## config.mk

```make
export PLATFORM = sky130hd
export DESIGN_NAME = bus_arb
export DESIGN_NICKNAME = d
export VERILOG_FILES = /design/src/rtl/bus_arb.sv
export SDC_FILE = /design/constraint.sdc
export NUM_CORES = 1
export LEC_CHECK = 0
export ABC_CLOCK_PERIOD_IN_PS = 1300
export CAP_MARGIN = 30
export CORE_MARGIN = 1
export CORE_UTILIZATION = 34
export CTS_CLUSTER_SIZE = 25
export DETAILED_ROUTE_END_ITERATION = 16
export GPL_TIMING_DRIVEN = 0
export PLACE_DENSITY = 0.81
export SYNTH_ARGS = -nofsm -noshare
export SYNTH_HDL_FRONTEND = slang
export SYNTH_SLANG_ARGS = --single-unit
```

## constraint.sdc

```tcl
create_clock -name clk_i -period 1.3 [get_ports clk_i]
set_clock_uncertainty 0.2 [all_clocks]
set_input_delay 0.26 -clock clk_i [delete_from_list [all_inputs] [get_ports clk_i]]
set_output_delay 0.26 -clock clk_i [all_outputs]
set_load 0.005 [all_outputs]
```

## src/rtl/bus_arb.sv

```systemverilog
// Two-port round-robin bus arbiter with fixed-latency transaction sequencing.
// Port 0 (fetch) is read-only; port 1 (LSU) may read or write. All outputs are registered.
module bus_arb #(
  parameter int unsigned BUS_WIDTH = 32,
  parameter int unsigned AD_LEN    = 32,
  parameter int unsigned LAT       = 2
) (
  input  logic                 clk_i,
  input  logic                 reset_i,
  input  logic                 req0_i,
  input  logic [AD_LEN-1:0]    ad0_i,
  output logic                 gnt0_o,
  output logic                 done0_o,
  input  logic                 req1_i,
  input  logic [AD_LEN-1:0]    ad1_i,
  input  logic                 we1_i,
  input  logic [BUS_WIDTH-1:0] wdata1_i,
  output logic                 gnt1_o,
  output logic                 done1_o,
  output logic [BUS_WIDTH-1:0] rdata_o,
  output logic                 busy_o,
  output logic [AD_LEN-1:0]    bus_ad_o,
  output logic                 bus_we_o,
  output logic [BUS_WIDTH-1:0] bus_wdata_o,
  input  logic [BUS_WIDTH-1:0] bus_data_i
);

  localparam int unsigned CntW = (LAT > 1) ? $clog2(LAT) : 1;
  localparam logic [CntW-1:0] CntInit = CntW'(LAT - 1);

  typedef enum logic [1:0] {StIdle, StWait, StData} state_e;

  state_e               r_state, w_state_nxt;
  logic [CntW-1:0]      r_cnt, w_cnt_nxt;
  logic                 r_owner, w_owner_nxt;
  logic                 r_last, w_last_nxt;
  logic [AD_LEN-1:0]    r_bus_ad, w_bus_ad_nxt;
  logic                 r_bus_we, w_bus_we_nxt;
  logic [BUS_WIDTH-1:0] r_bus_wdata, w_bus_wdata_nxt;
  logic                 r_gnt0, w_gnt0_nxt;
  logic                 r_gnt1, w_gnt1_nxt;
  logic                 r_done0, w_done0_nxt;
  logic                 r_done1, w_done1_nxt;
  logic [BUS_WIDTH-1:0] r_rdata, w_rdata_nxt;
  logic                 r_busy, w_busy_nxt;
  logic                 w_win;

  // Winner: a lone requester wins; on a tie the port that did not win last time wins.
  assign w_win = req1_i & (~req0_i | ~r_last);

  // State register: synchronous reset abandons any transaction in flight.
  always_ff @(posedge clk_i) begin
    if (reset_i) begin
      r_state     <= StIdle;
      r_cnt       <= '0;
      r_owner     <= 1'b0;
      r_last      <= 1'b1;
      r_bus_ad    <= '0;
      r_bus_we    <= 1'b0;
      r_bus_wdata <= '0;
      r_gnt0      <= 1'b0;
      r_gnt1      <= 1'b0;
      r_done0     <= 1'b0;
      r_done1     <= 1'b0;
      r_rdata     <= '0;
      r_busy      <= 1'b0;
    end else begin
      r_state     <= w_state_nxt;
      r_cnt       <= w_cnt_nxt;
      r_owner     <= w_owner_nxt;
      r_last      <= w_last_nxt;
      r_bus_ad    <= w_bus_ad_nxt;
      r_bus_we    <= w_bus_we_nxt;
      r_bus_wdata <= w_bus_wdata_nxt;
      r_gnt0      <= w_gnt0_nxt;
      r_gnt1      <= w_gnt1_nxt;
      r_done0     <= w_done0_nxt;
      r_done1     <= w_done1_nxt;
      r_rdata     <= w_rdata_nxt;
      r_busy      <= w_busy_nxt;
    end
  end

  // Next-state logic: arbitrate in idle, count down latency, complete in data.
  always_comb begin
    w_state_nxt     = r_state;
    w_cnt_nxt       = r_cnt;
    w_owner_nxt     = r_owner;
    w_last_nxt      = r_last;
    w_bus_ad_nxt    = r_bus_ad;
    w_bus_we_nxt    = r_bus_we;
    w_bus_wdata_nxt = r_bus_wdata;
    w_rdata_nxt     = r_rdata;
    w_busy_nxt      = r_busy;
    w_gnt0_nxt      = 1'b0;
    w_gnt1_nxt      = 1'b0;
    w_done0_nxt     = 1'b0;
    w_done1_nxt     = 1'b0;
    unique case (r_state)
      StIdle: begin
        if (req0_i || req1_i) begin
          w_owner_nxt     = w_win;
          w_last_nxt      = w_win;
          w_bus_ad_nxt    = w_win ? ad1_i : ad0_i;
          w_bus_we_nxt    = w_win & we1_i;
          w_bus_wdata_nxt = w_win ? wdata1_i : '0;
          w_gnt0_nxt      = ~w_win;
          w_gnt1_nxt      = w_win;
          w_busy_nxt      = 1'b1;
          w_cnt_nxt       = CntInit;
          w_state_nxt     = StWait;
        end
      end
      StWait: begin
        if (r_cnt == '0) begin
          w_state_nxt = StData;
        end else begin
          w_cnt_nxt = r_cnt - CntW'(1);
        end
      end
      StData: begin
        // Writes leave the last read data visible.
        if (!r_bus_we) begin
          w_rdata_nxt = bus_data_i;
        end
        w_done0_nxt  = ~r_owner;
        w_done1_nxt  = r_owner;
        w_bus_we_nxt = 1'b0;
        w_busy_nxt   = 1'b0;
        w_state_nxt  = StIdle;
      end
      default: w_state_nxt = StIdle;
    endcase
  end

  assign gnt0_o      = r_gnt0;
  assign gnt1_o      = r_gnt1;
  assign done0_o     = r_done0;
  assign done1_o     = r_done1;
  assign rdata_o     = r_rdata;
  assign busy_o      = r_busy;
  assign bus_ad_o    = r_bus_ad;
  assign bus_we_o    = r_bus_we;
  assign bus_wdata_o = r_bus_wdata;

endmodule

```

* After elaboration in Yosys (flattened, before gate mapping)
Cells that the tools add are included.
Widths: inputs -> output; s select.
** Word-level totals
- Register bits after elaboration :: 107
- Word-level logic and storage cells :: 51
- Input bits :: 133
- Output and inout bits :: 102
** Cells by class
- Bitwise operators :: 11
- Eq/ne operators :: 4
- Add/sub/neg operators :: 1
- Mux-type cells :: 11
- Reductions and logical operators :: 11
** Operator list (number)
- $mux 32 :: 2
- $reduce_and 2->1 :: 5
- $not 1->1 :: 8
- $pmux 1 s2 :: 3
- $mux 2 :: 2
- $ne 2x2->1 const B :: 2
- $pmux 2 s2 :: 1
- $reduce_bool 2->1 :: 2
- $mux 1 :: 3
- $reduce_or 3->1 :: 1
- $and 1x1->1 :: 2
- $eq 2x1->1 const B :: 1
- $eq 2x2->1 const B :: 1
- $logic_not 2->1 :: 1
- $reduce_or 2->1 :: 1
- $logic_or 1x1->1 :: 1
- $or 1x1->1 :: 1
- $sub 1x1->1 const B :: 1

* Logic depth before layout (Yosys ltp)
- Depth in word-level cells :: 6
- Mapped depth :: 5
- Depth with buffers taken out :: 3

* Worst setup path after synthesis
No wires, ideal clock.
- Kind :: reg2reg
- Start point :: register r_state[1]
- End point :: register r_bus_ad[23] (netlist: bus_ad_o[23])
- Cell stages (with the launch flop) :: 5
- Setup slack :: -0.171 ns
- Required time :: 0.967 ns
- Buffers on the path :: 1
- Setup time :: 0.133 ns
- Period minus slack after synthesis :: 1.471 ns
- Arrival time :: 1.137 ns
- Path through :: dfxtp_1 -> or2_1 -> nor2_1 -> buf_2 -> a311oi_1
** On the way
- Longest elaborated chain between the ends :: 2
** Ends and longest elaborated chain
- start, declared :: line 33 : state_e r_state, w_state_nxt;
- start signal, assigned :: line 54 : r_state <= StIdle;
- start signal, assigned :: line 68 : r_state <= w_state_nxt;
- $logic_not 2->1 :: line 99 : unique case (r_state)
- $reduce_and 2->1 (no line)
- end signal, assigned :: line 72 : r_bus_ad <= w_bus_ad_nxt;
- end, declared :: line 37 : logic [AD_LEN-1:0] r_bus_ad, w_bus_ad_nxt;
Every way passes these cells.
A chain may end at the register's enable or synchronous reset.

* Final worst setup path
- Start point :: register r_last
- End point :: register r_bus_wdata[2] (netlist: bus_wdata_o[2])
** On the way
- Longest elaborated chain between the ends :: 4
** Ends and longest elaborated chain
- start, declared :: line 36 : logic r_last, w_last_nxt;
- start signal, assigned :: line 71 : r_last <= w_last_nxt;
- $not 1->1 :: line 49 : assign w_win = req1_i & (~req0_i | ~r_last);
- $or 1x1->1 :: line 49
- $and 1x1->1 :: line 49
- $mux 32 :: line 106 : w_bus_wdata_nxt = w_win ? wdata1_i : '0;
- end signal, assigned :: line 74 : r_bus_wdata <= w_bus_wdata_nxt;
- end, declared :: line 39 : logic [BUS_WIDTH-1:0] r_bus_wdata, w_bus_wdata_nxt;
Every way passes these cells.

==> metrics.md <==
| Metric | Value |
|---|---|
| Status | finished, violations left |
| Failing checks | setup timing |
| Synth Instances | 435 |
| R2R Path End | bus_wdata_o[2] |
| Row count | 38 |
| WHS Path Cells | 4 |
| Netlist cell types | 29 |
| Post-route minimum period | 1.52 ns |
| Max Cap Viol | 0 |
| Reg2reg path depth | 6 |
| Slew HR | 54.1% |
| Worst r2r src | r_last |
| TritonCTS clock tree | built |
| Fill count | 850 |
| Via count | 4454 |
| Synth cell count leaders | nand2_1, dfxtp_1, a21oi_1 |
| Post-synth top flop | dfxtp_1 |
| Hold WC Path Type | in -> reg |
| Seq/Total Area, Yosys | 54.5% |
| Switch Pwr | 2.28 mW |
| ANT cells | 0 |
| Leak | 3.19 nW |
| Sequential share of power | 43.5% |
| Crit path from | r_last |
| Clock transition at path regs | 0.07 ns |
| DR DRC count | 0 |
| CP max stage delay | 0.36 ns |
| Req. time, crit path | 1.38 ns |
| Setup slack after placement | -0.982 ns |
| CP Capture Type | flop |
| Fin. Hold Viols | 0 |
| P&R area growth vs syn | 94.2% |
| I/O Pins | 235 |
| GRT Util Overall | 22.3% |
| Buffers on Ports | 234 |
| Worst-path fanout max | 10 |
| Gate power share | 25.4% |
| Largest net degree at the start of global routing | 17 |
| Syn Nets | 568 |
| Chip Height | 109 µm |
| Register area | 2280 µm² |
| Unrepaired setup endpoints after global routing | true |
| Pre-antenna DRT Iters | 4 |
| Mean Syn Cell Area | 9.03 µm² |
| Layout Utilization | 69.2% |
| CP Launch Type | flop |
| Hold slack | 0.138 ns |
| WS Path Type | reg -> reg |
| Gr ovfl total | 0 |
| DRT iter0 DRCs | 216 |
| Cells along the critical path | a21bo_1 > buf_6 > nor3_4 > buf_6 > buf_8 > a22o_1 |
| Asr flop ratio synth | 0% |
| Top cells by area, synth | dfxtp_1, nand2_1, a21oi_1, a311oi_1, a22o_1 |
| Top-count cell post-synth | nand2_1 |
| Total core area | 11000 µm² |
| Post-DP HPWL | 10.1 mm |
| Post-synth top area cell | dfxtp_1 |
| CP Capture Point | bus_wdata_o[2] |
| Drt wl/cell | 17.7 µm |
| Worst skew pair latency | 0.34 ns |
| Yosys warns | 0 |
| Die Footprint | 12000 µm² |
| Post-synth EDFFs | 0 |
| CP max stage cell | dfxtp_4 |
| Slew @ Worst Pin | 0.689 ns |
| Global-route wire length before repair | 20.5 mm |
| Die Span X | 109 µm |
| Fraction of layout cells with a size suffix above 1 | 56.7% |
| Initial antenna violation count | 0 |
| Max Freq | 657 MHz |
| Synthesis-stage register bit count | 107 |
| Clk sinks | 107 |
| Final Setup Violations | 104 |
| Final Non-Filler Cells | 869 |
| Cell area power density | 1120 nW/µm² |
| Share of the cycle needed by the critical path after routing | 117% |
| Cell Count Post-Placement | 809 |
| Final slew viol count | 0 |
| Reg2reg setup slack | -0.22 ns |
| Starting Density | 35.6% |
| Post-Place Cell Area | 6480 µm² |
| Vias in the first global route | 4277 |
| Setup TNS | -17.73 ns |
| Total Power | 8.57 mW |
| Power share of the clock group | 31.1% |
| Fin area | 7630 µm² |
| CTS Hold Buffers Added | 0 |
| Internal | 6.29 mW |
| Clock buffer depth | 2 |
| Area share of the largest cell type after synthesis | 54.5% |
| Setup WS post-layout | -0.223 ns |
| CP arrival | 1.60 ns |
| Worst vdd ir | 0.611 mV |
| Area of the mapped netlist | 3930 µm² |
| Htree depth | 3 |
| CP dominant cell by count | buf_6 |
| Switching share of power | 26.6% |
| GPL Wtd Cong | 0.853 |
| Multi-input gate area | 2110 µm² |
| Remaining antenna violation count after routing | 0 |
| Final WL | 15.4 mm |
| CTS root buf | clkbuf_16 |
| Inserted Clock Buffers | 9 |
| Vias/cell | 5.13 |
| Fin nets | 858 |
==> layer usage <==
| layer | wire length [µm] | share of wire, % | vias up | global-route usage, % |
|---|---|---|---|---|
| li1 | - | - | 2116 | - |
| met1 | 6030 | 39 | 2125 | 24.6 |
| met2 | 7980 | 52 | 191 | 41.5 |
| met3 | 1130 | 7.3 | 22 | 5.63 |
| met4 | 252 | 1.6 | 0 | 7.71 |
| met5 | 0 | 0 | - | 0 |
==> repair_timing <==
| item | 4_1_cts | 5_1_grt |
|---|---|---|
| pin swaps | 10 | 95 |
| gates resized for setup | 561 | 192 |
| buffers inserted | 27 | 8 |
| gates cloned | 4 | 8 |
| setup endpoints to repair | 209 | 107 |
==> worst min path at each step <==
stage	from	end	slack, ns
3_5_place_dp	r_owner	done0_o	0.25
6_report	req0_i	bus_ad_o[0]	0.14
3_3_place_gp	r_cnt	r_state[1]	0.22
5_1_grt	req0_i	bus_ad_o[0]	0.16
4_1_cts	r_owner	done0_o	0.24
2_1_floorplan	wdata1_i[0]	bus_wdata_o[0]	0.19
==> power by group through the flow <==
stage | Sequential (mW) | Clock, mW | Combinational, mW
global route | 3.75 | 2.85 | 2.32
finish | 3.73 | 2.67 | 2.17
global placement | 3.72 | 0 | 1.68
floorplan | 3.74 | 0 | 0.643
CTS | 3.70 | 2.70 | 1.80
detailed placement | 3.74 | 0 | 1.72
==> cell families after synthesis <==
family | synth area share [%]
DFF | 54.5
AOI/OAI and AO/OA | 24.4
buffers and inverters | 5.51
and+or+nand+nor | 15.5
==> worst max-delay path: cells and delay by family (launching register included) <==
kind,cells,cell delay [ns]
buffers and inverters,3,0.41
AO/OA/AOI/OAI,2,0.33
flip-flops,1,0.36
AND/OR/NAND/NOR,1,0.16
==> cell type report <==
cell class                 instances  share of cell area, %
inverter                           2                 0.0984
buffer                            37                   5.38
multi-input combinational        288                   27.6
tap                              140                   2.30
clock buffer                      10                   3.00
timing repair buffer             280                   30.9
clock inverter                     5                  0.705
sequential                       107                   29.9
==> placed cells by master (no fill, tap or decap), drive strengths merged <==
master / instances
o21ai: 2
clkinv: 3
or3b: 1
a21o: 1
o211ai: 2
dfxtp: 107
a22o: 31
inv: 3
clkbuf: 21
a21boi: 1
nand2b: 1
dlygate4sd2: 1
clkdlybuf4s50: 129
nor2: 3
nand4: 2
a21oi: 70
buf: 176
nor3b: 3
bufinv: 1
a311oi: 32
nand2: 131
nor3: 4
or2: 2
a21bo: 1
nor2b: 1
==> flip-flops by register name, indices dropped and copies added (netlist names), 2 cells and up <==
signal       flops
r_state          2
bus_ad_o        32
rdata_o         32
bus_wdata_o     32
(Power assumes the default switching activity.)
